### src/rtl/audio_mix_pkg.sv
// Shared types and constants for the audio pan mixer: weight codes, pan modes,
// fixed ABC/ACB weight tables and the mixer FSM state type.
package audio_mix_pkg;

    localparam logic [1:0] WeightOff     = 2'd0;
    localparam logic [1:0] WeightHalf    = 2'd1;
    localparam logic [1:0] WeightFull    = 2'd2;
    localparam logic [1:0] WeightFullAlt = 2'd3;

    typedef enum logic [1:0] {
        PanMono   = 2'b00,
        PanAbc    = 2'b01,
        PanAcb    = 2'b10,
        PanCustom = 2'b11
    } pan_mode_e;

    typedef enum logic [1:0] {
        StIdle  = 2'd0,
        StAcc   = 2'd1,
        StScale = 2'd2,
        StOut   = 2'd3
    } mix_state_e;

    // Tables cover up to 8 channels; channel k lives at [2k+1:2k].
    localparam logic [15:0] AbcLeft = {WeightHalf, WeightHalf, WeightHalf, WeightHalf,
                                       WeightHalf, WeightOff, WeightHalf, WeightFull};
    localparam logic [15:0] AbcRight = {WeightHalf, WeightHalf, WeightHalf, WeightHalf,
                                        WeightHalf, WeightFull, WeightHalf, WeightOff};
    localparam logic [15:0] AcbLeft = {WeightHalf, WeightHalf, WeightHalf, WeightHalf,
                                       WeightHalf, WeightHalf, WeightOff, WeightFull};
    localparam logic [15:0] AcbRight = {WeightHalf, WeightHalf, WeightHalf, WeightHalf,
                                        WeightHalf, WeightHalf, WeightFull, WeightOff};

    // Multiplier in half-units: the accumulated sum is halved again at the scale step.
    function automatic logic [1:0] weight_mult(input logic [1:0] code);
        logic [1:0] mult;
        unique case (code)
            WeightOff:  mult = 2'd0;
            WeightHalf: mult = 2'd1;
            default:    mult = 2'd2;
        endcase
        return mult;
    endfunction

endpackage

### src/rtl/sd_dac_1st.sv
// First-order sigma-delta modulator: one-bit stream whose density is data_in / 2^W.
module sd_dac_1st #(
    parameter int unsigned W = 16
) (
    input  logic         clk_sys,
    input  logic         reset,
    input  logic [W-1:0] data_in,
    output logic         bit_out
);

    logic [W:0] acc_q;
    logic [W:0] sum;

    assign sum = {1'b0, acc_q[W-1:0]} + {1'b0, data_in};

    always_ff @(posedge clk_sys) begin
        if (reset) begin
            acc_q   <= '0;
            bit_out <= 1'b0;
        end else begin
            acc_q   <= sum;
            bit_out <= sum[W];
        end
    end

endmodule

### src/rtl/audio_pan_mixer.sv
// Multi-channel pan mixer: accumulates one weighted channel per cycle into left/right,
// scales and saturates, then drives a sigma-delta DAC per side.
module audio_pan_mixer
    import audio_mix_pkg::*;
#(
    parameter int unsigned NCH   = 3,
    parameter int unsigned IN_W  = 8,
    parameter int unsigned OUT_W = 16
) (
    input  logic                clk_sys,
    input  logic                reset,
    input  logic                sample_stb,
    input  logic [NCH*IN_W-1:0] ch_in,
    input  logic [1:0]          pan_mode,
    input  logic [4*NCH-1:0]    pan_cfg,
    input  logic [2:0]          gain_shift,
    output logic [OUT_W-1:0]    out_l,
    output logic [OUT_W-1:0]    out_r,
    output logic                out_valid,
    output logic                busy,
    output logic                overrun,
    output logic                dac_l,
    output logic                dac_r
);

    localparam int unsigned ACC_W  = IN_W + 2 + $clog2(NCH);
    localparam int unsigned IDX_W  = (NCH > 1) ? $clog2(NCH) : 1;
    localparam int unsigned SCL_W  = ACC_W + 6;
    localparam int unsigned WIDE_W = (SCL_W > OUT_W) ? SCL_W : OUT_W;
    localparam logic [OUT_W-1:0] OUT_MAX = {OUT_W{1'b1}};

    mix_state_e state_q, state_d;
    logic accept, step, scale;

    logic [NCH*IN_W-1:0] ch_q;
    pan_mode_e           mode_q;
    logic [4*NCH-1:0]    cfg_q;
    logic [2:0]          shift_q;
    logic [IDX_W-1:0]    idx_q;
    logic [ACC_W-1:0]    acc_l_q, acc_r_q;
    logic [ACC_W-1:0]    acc_l_d, acc_r_d;
    logic [OUT_W-1:0]    out_l_q, out_r_q;

    logic [IN_W-1:0]   cur_sample;
    logic [1:0]        code_l, code_r;
    logic [IN_W+1:0]   prod_l, prod_r;
    logic [WIDE_W-1:0] wide_l, wide_r;
    logic [OUT_W-1:0]  sat_l, sat_r;

    always_comb begin
        state_d = state_q;
        accept  = 1'b0;
        step    = 1'b0;
        scale   = 1'b0;
        unique case (state_q)
            StIdle: begin
                if (sample_stb) begin
                    accept  = 1'b1;
                    state_d = StAcc;
                end
            end
            StAcc: begin
                step = 1'b1;
                if (idx_q == IDX_W'(NCH - 1)) begin
                    state_d = StScale;
                end
            end
            StScale: begin
                scale   = 1'b1;
                state_d = StOut;
            end
            StOut:   state_d = StIdle;
            default: state_d = StIdle;
        endcase
    end

    always_ff @(posedge clk_sys) begin
        if (reset) begin
            state_q <= StIdle;
        end else begin
            state_q <= state_d;
        end
    end

    // Snapshot of the inputs so later changes cannot disturb a mix in flight.
    always_ff @(posedge clk_sys) begin
        if (accept) begin
            ch_q    <= ch_in;
            mode_q  <= pan_mode_e'(pan_mode);
            cfg_q   <= pan_cfg;
            shift_q <= gain_shift;
        end
    end

    always_comb begin
        cur_sample = '0;
        code_l     = WeightOff;
        code_r     = WeightOff;
        for (int k = 0; k < NCH; k++) begin
            if (idx_q == IDX_W'(k)) begin
                cur_sample = ch_q[k*IN_W +: IN_W];
                unique case (mode_q)
                    PanMono: begin
                        code_l = WeightFull;
                        code_r = WeightFull;
                    end
                    PanAbc: begin
                        code_l = AbcLeft[2*k +: 2];
                        code_r = AbcRight[2*k +: 2];
                    end
                    PanAcb: begin
                        code_l = AcbLeft[2*k +: 2];
                        code_r = AcbRight[2*k +: 2];
                    end
                    default: begin
                        code_l = cfg_q[4*k +: 2];
                        code_r = cfg_q[4*k+2 +: 2];
                    end
                endcase
            end
        end
    end

    always_comb begin
        prod_l  = (IN_W+2)'(cur_sample) * (IN_W+2)'(weight_mult(code_l));
        prod_r  = (IN_W+2)'(cur_sample) * (IN_W+2)'(weight_mult(code_r));
        acc_l_d = acc_l_q + ACC_W'(prod_l);
        acc_r_d = acc_r_q + ACC_W'(prod_r);
    end

    // Accumulator holds half-units, so drop one bit before applying the gain.
    always_comb begin
        wide_l = WIDE_W'(acc_l_q >> 1) << shift_q;
        wide_r = WIDE_W'(acc_r_q >> 1) << shift_q;
        sat_l  = (wide_l > WIDE_W'(OUT_MAX)) ? OUT_MAX : OUT_W'(wide_l);
        sat_r  = (wide_r > WIDE_W'(OUT_MAX)) ? OUT_MAX : OUT_W'(wide_r);
    end

    always_ff @(posedge clk_sys) begin
        if (reset) begin
            acc_l_q <= '0;
            acc_r_q <= '0;
            idx_q   <= '0;
            out_l_q <= '0;
            out_r_q <= '0;
        end else begin
            if (accept) begin
                acc_l_q <= '0;
                acc_r_q <= '0;
                idx_q   <= '0;
            end else if (step) begin
                acc_l_q <= acc_l_d;
                acc_r_q <= acc_r_d;
                idx_q   <= idx_q + 1'b1;
            end
            if (scale) begin
                out_l_q <= sat_l;
                out_r_q <= sat_r;
            end
        end
    end

    assign out_l     = out_l_q;
    assign out_r     = out_r_q;
    assign out_valid = (state_q == StOut);
    assign busy      = (state_q != StIdle);
    assign overrun   = sample_stb & busy & ~reset;

    sd_dac_1st #(
        .W(OUT_W)
    ) u_sd_l (
        .clk_sys (clk_sys),
        .reset   (reset),
        .data_in (out_l_q),
        .bit_out (dac_l)
    );

    sd_dac_1st #(
        .W(OUT_W)
    ) u_sd_r (
        .clk_sys (clk_sys),
        .reset   (reset),
        .data_in (out_r_q),
        .bit_out (dac_r)
    );

endmodule

### config.mk
export PLATFORM = sky130hd
export DESIGN_NAME = audio_pan_mixer
export DESIGN_NICKNAME = d
export VERILOG_FILES = /design/src/rtl/audio_mix_pkg.sv /design/src/rtl/sd_dac_1st.sv /design/src/rtl/audio_pan_mixer.sv
export SDC_FILE = /design/constraint.sdc
export NUM_CORES = 1
export LEC_CHECK = 0
export CORE_MARGIN = 2
export CORE_UTILIZATION = 63
export CTS_CLUSTER_DIAMETER = 80
export CTS_CLUSTER_SIZE = 20
export DETAILED_ROUTE_END_ITERATION = 10
export HOLD_SLACK_MARGIN = 0.06
export PLACE_DENSITY_LB_ADDON = 0.25
export RECOVER_POWER = 100
export SYNTH_ARGS = -nofsm -noshare
export SYNTH_HDL_FRONTEND = slang
export SYNTH_SLANG_ARGS = --single-unit
export TNS_END_PERCENT = 30
### constraint.sdc
create_clock -name clk_sys -period 6.65 [get_ports clk_sys]
set_input_delay 1.33 -clock clk_sys [delete_from_list [all_inputs] [get_ports clk_sys]]
set_output_delay 1.33 -clock clk_sys [all_outputs]
set_load 0.1 [all_outputs]
# Word-level counts from Yosys, hierarchy flattened

Cells that the tools add are included.

Register bits: 135
Bits of input ports: 44
Output and inout port bits: 37
Logic and storage cells: 77

Add/sub/neg operators: 5
Multiply operators: 2
Magnitude comparators: 2
Equality and inequality tests: 11
Shift operators: 2
Muxes and demuxes: 26
Bitwise operators: 3
Reductions and logical operators: 12

Operators with widths:

| cell                                                                    | count |
|---|---|
| 18-bit by 16-bit > comparator with 1-bit output (second input constant) | 2 |
| 11-bit by 3-bit << shifter with 18-bit output                           | 2 |
| 16-bit by 16-bit adder with 17-bit output                               | 2 |
| 16-bit two-way mux                                                      | 2 |
| 12-bit by 10-bit adder with 12-bit output                               | 2 |
| 8-bit two-way mux                                                       | 3 |
| 8-bit by 2-bit multiplier with 10-bit output                            | 2 |
| 2-bit one-hot mux with 2 select lines                                   | 5 |
| 2-bit two-way mux                                                       | 9 |
| 2-bit one-hot mux with 3 select lines                                   | 2 |
| 2-bit by 1-bit equality test with 1-bit output (second input constant)  | 5 |
| 2-bit zero test                                                         | 5 |
| 2-bit equality test (second input constant)                             | 4 |
| 2-bit one-hot mux with 4 select lines                                   | 1 |
| 2-bit OR reduction                                                      | 4 |
| 1-bit two-way mux                                                       | 4 |
| 2-bit inequality test (second input constant)                           | 2 |
| 3-bit OR reduction                                                      | 1 |
| 2-bit by 1-bit adder with 2-bit output (second input constant)          | 1 |
| 1-bit bitwise AND                                                       | 2 |
| 2-bit AND reduction                                                     | 1 |
| 2-bit nonzero test                                                      | 1 |
| 1-bit NOT                                                               | 1 |

# Depth between registers and ports, before layout

Depth after elaboration: 10
Depth in mapped cells: 19
Depth with buffers taken out: 18

# Hierarchy

From an unflattened synthesis, not the netlist that was laid out.

Cells, all modules: 912
Area, all modules: 8,560.7 um^2

Modules (own cells, without submodules):

| module          | times used | cells an instance | area each (um^2) | seq. area each (um^2) |
|---|---|---|---|---|
| audio_pan_mixer | 1          | 648               | 6,165.9          | 2,432.3 |
| sd_dac_1st      | 2          | 132               | 1,197.4          | 340.3 |

# Worst setup path before layout

OpenSTA, ideal clock, no wires.

Kind: input to output
Start point: input port reset
End point: output port overrun
Data arrival time: 3.741 ns
Data required time: 5.320 ns
Slack: 1.579 ns
Cell stages on the path: 3
Path buffers: 2
Path through: clkbuf_1 > clkbuf_1 > nor3_1

Word-level cells in the longest chain between the ends: 2

Ends and longest elaborated chain:

| element           | line                   | text |
|---|---|---|
| from (decl)       | audio_pan_mixer.sv:11  | `input logic reset,` |
| 1-bit NOT         | audio_pan_mixer.sv:167 | `assign overrun = sample_stb & busy & ~reset;` |
| 1-bit bitwise AND | audio_pan_mixer.sv:167 |  |
| to (decl)         | audio_pan_mixer.sv:21  | `output logic overrun,` |

Every way passes these cells.

# Worst setup path in the final report

Start point: input port reset
End point: register acc_l_q[10]

Word-level cells in the longest chain between the ends: 1

Ends and longest elaborated chain:

| element                      | line                   | text |
|---|---|---|
| 2-bit OR reduction (no line) | n/a                    |  |
| to (signal assigned)         | audio_pan_mixer.sv:152 | `acc_l_q <= acc_l_d;` |
| to (decl)                    | audio_pan_mixer.sv:40  | `logic [ACC_W-1:0] acc_l_q, acc_r_q;` |

Every way passes these cells.
A chain may end at the register's enable or synchronous reset.

==> impl_metrics.yaml <==
die:
  ios: 81
  die_w_um: 118.2
  start_util: 0.6480
  die_area_um2: 13960
  fp.dieH_um: 118.2
  fp-row-count: 41
  core_um2: 12670
critical_path:
  crit_chain: "clkbuf_1 > clkbuf_1 > or2_2 > nor2_1 > a41oi_1 > o311ai_0"
  crit_type: "in2reg"
  crit_buf_inv: 2
  worst_path_most_repeated_cell: "clkbuf_1"
  worstPathMaxFanout: 77
  worst-path-stages: 6
  crit_path_start_kind: "input port"
  crit_required_ns: 6.93
  critPathMaxStageDelay_ns: 2.35
  critPathSlowestCell: "clkbuf_1"
  rr_worst_depth: 18
  end_kind: "flip-flop"
  cp.arrival_ns: 5.18
  critical-path-top-delay-family: "buffers and inverters"
timing:
  maxSlewViolCount: 122
  worst_slew_pin_slew_ns: 3.268
  skew_ns: 0.009979
  rsz0062_at_grt: "false"
  tns_ns: 0
  slew_headroom: -1.178
  min_period_ns: 4.902
  max_freq_mhz: 204.0
  hold_slack_ns: 0.4953
  setup_violations: 0
  fin_crit_sh: 0.7371
  hold_violations: 0
logic_synthesis:
  synth_top_area_frac: 0.2292
  ys_async_sr_fraction: 0
  synthesis.area_um2: 8210
  netlist_instances: 927
  ys_warn_count: 0
  yosysSeqAreaShare: 0.3792
  synth_top_area_cell: "dfxtp_1"
  synth_ff_type: "dfxtp_1"
  syn_area_per_cell_um2: 8.857
  synth_most_common_cell: "nor2_1"
  ys_types: 62
  synth_edf_count: 41
  synthTopCellsByCount: "nor2_1 (108), dfxtp_1 (94), nand2_1 (93)"
  ys_ff_latch: 135
  synthesis.nets: 1050
  ys_top_cells_by_area: "dfxtp_1 (23%), edfxtp_1 (15%), ha_1 (9.3%)"
clock_network:
  cts_resized: 0
  cts-hold-fix-buffers: 0
  cts.sinks: 135
  root_buffer: "clkbuf_16"
  cts_tree: "done"
  clk_pin_slew_ns: 0.06
  cts_buffers: 17
  clkLatencyLatePin_ns: 0.43
  clockBufferDepth: 2
  htreeDepth: 4
  cts_setup_buffers: 0
routing:
  avgViaCountPerCell: 5.821
  routed-via-count: 6851
  drtIter0Drc: 517
  routed_wl_um: 17550
  drcViolationCount: 0
  ant_nets: 0
  first_pass_iters: 5
  wire_per_inst_um: 14.91
global_routing:
  grt_remaining_overflow: 0
  antenna_found_initial: 0
  grt_max_degree: 78
  grt_pass1_wl_um: 29480
  grt_usage: 0.2595
  grt_pass1_vias: 6342
cells_and_area:
  drive_gt1_frac: 0.05373
  fin_nets: 1115
  area_delta_synth_final_pct: 17.98
  fillers: 908
  antennaDiodeCount: 0
status:
  violations: "max-capacitance violations, max-slew violations"
  outcome: "complete, but fails checks"
worst_hold_path:
  hold_class: "reg2reg"
  min_path_cells: 2
place:
  place_congestion: 0.8982
  io_buffers: 80
  hpwlAfterDp_um: 12490
job:
  drv_cap: 2
pwr:
  leakagePower_uw: 0.004027
  ir_drop_v: 0.0002269
  power_density_nw_per_um2: 433.6
## area by class of cell
cell class | count | area [um^2] | area share
multi-input combinational | 692 | 4728 | 0.4881
inverter | 59 | 221.5 | 0.02286
tap | 172 | 215.2 | 0.02222
clock buffer | 17 | 425.4 | 0.04392
clock inverter | 15 | 143.9 | 0.01485
sequential | 135 | 3113 | 0.3214
timing repair buffer | 87 | 839.6 | 0.08667
## layout by cell type (no fill, tap or decap), drive strengths merged, types with 18 or more instances in the layout
cell	instances
a211oi	32
inv	65
ha	61
nand2b	19
nand2	94
xnor2	18
edfxtp	41
dlygate4sd3	79
fa	18
dfxtp	94
o21ai	59
nor3	25
a21oi	63
mux2i	28
nor2	108
clkbuf	20
## cell families (layout without fill, tap and decap cells)
family                     Yosys count  after routing  share of synthesized area
and+or+nand+nor                    308            308                     0.1710
xor gates and xnor gates            29             29                    0.03094
buffers and inverters              100            178                    0.04587
muxes                               35             35                    0.04648
AOI/OAI and AO/OA                  241            241                     0.1897
adders and majority gates           79             79                     0.1368
DFF                                135            135                     0.3792
## flip-flops by register name (all words and copies together) (netlist names), 3 cells and up
name / cells
out_l: 16
ch_q: 24
u_sd_r.acc_q: 16
shift_q: 3
acc_l_q: 12
u_sd_l.acc_q: 16
out_r: 16
acc_r_q: 12
cfg_q: 12
## worst reg2reg max path, cell delays in order (launching register included)
cell and delay [ns]:
dfxtp_1 0.36, inv_1 0.07, ha_1 0.45, nor3b_1 0.29
a21oi_1 0.06, o221ai_1 0.19, o21ai_0 0.31, a21oi_1 0.59
nand2_1 0.13, fa_1 0.50, inv_1 0.05, ha_1 0.22
fa_1 0.41, a21oi_1 0.22, o211a_1 0.19, o21ai_0 0.14
a31oi_1 0.23, xor2_1 0.09, a211oi_1 0.21
## metal layers
metal	global-route usage	wire, um	up-vias
li1	-	-	3418
met5	0	0	-
met4	0.09187	475	0
met3	0.06371	820	43
met2	0.4357	8599	193
met1	0.3254	7657	3197
## where the power goes
group          switching, uW  internal (uW)  total [uW]
registers                135           1090        1220
logic                   1390            688        2080
clock network            383            521         904
## worst paths after layout
check / start / endpoint / slack [ns]
setup / recovery: reset / acc_l_q[10] / 1.75
setup reg to reg: idx_q[1] / acc_l_q[9] / 1.87
hold / removal: out_l[2] / out_l[2] / 0.50
hold reg to reg: out_l[2] / out_l[2] / 0.50
## stage by stage
step	setup slack, ns	std cells	cell area [um^2]	total power [uW]	util
2_1_floorplan	1.579	927	8210	2857	-
3_3_place_gp	2.139	1145	9126	3240	0.7203
3_5_place_dp	2.030	1145	9126	3306	0.7203
4_1_cts	1.875	1177	9696	4233	0.7652
5_1_grt	1.346	1177	9687	4481	0.7645
6_report	1.748	1177	9687	4200	0.7645
(Power assumes the default switching activity.)
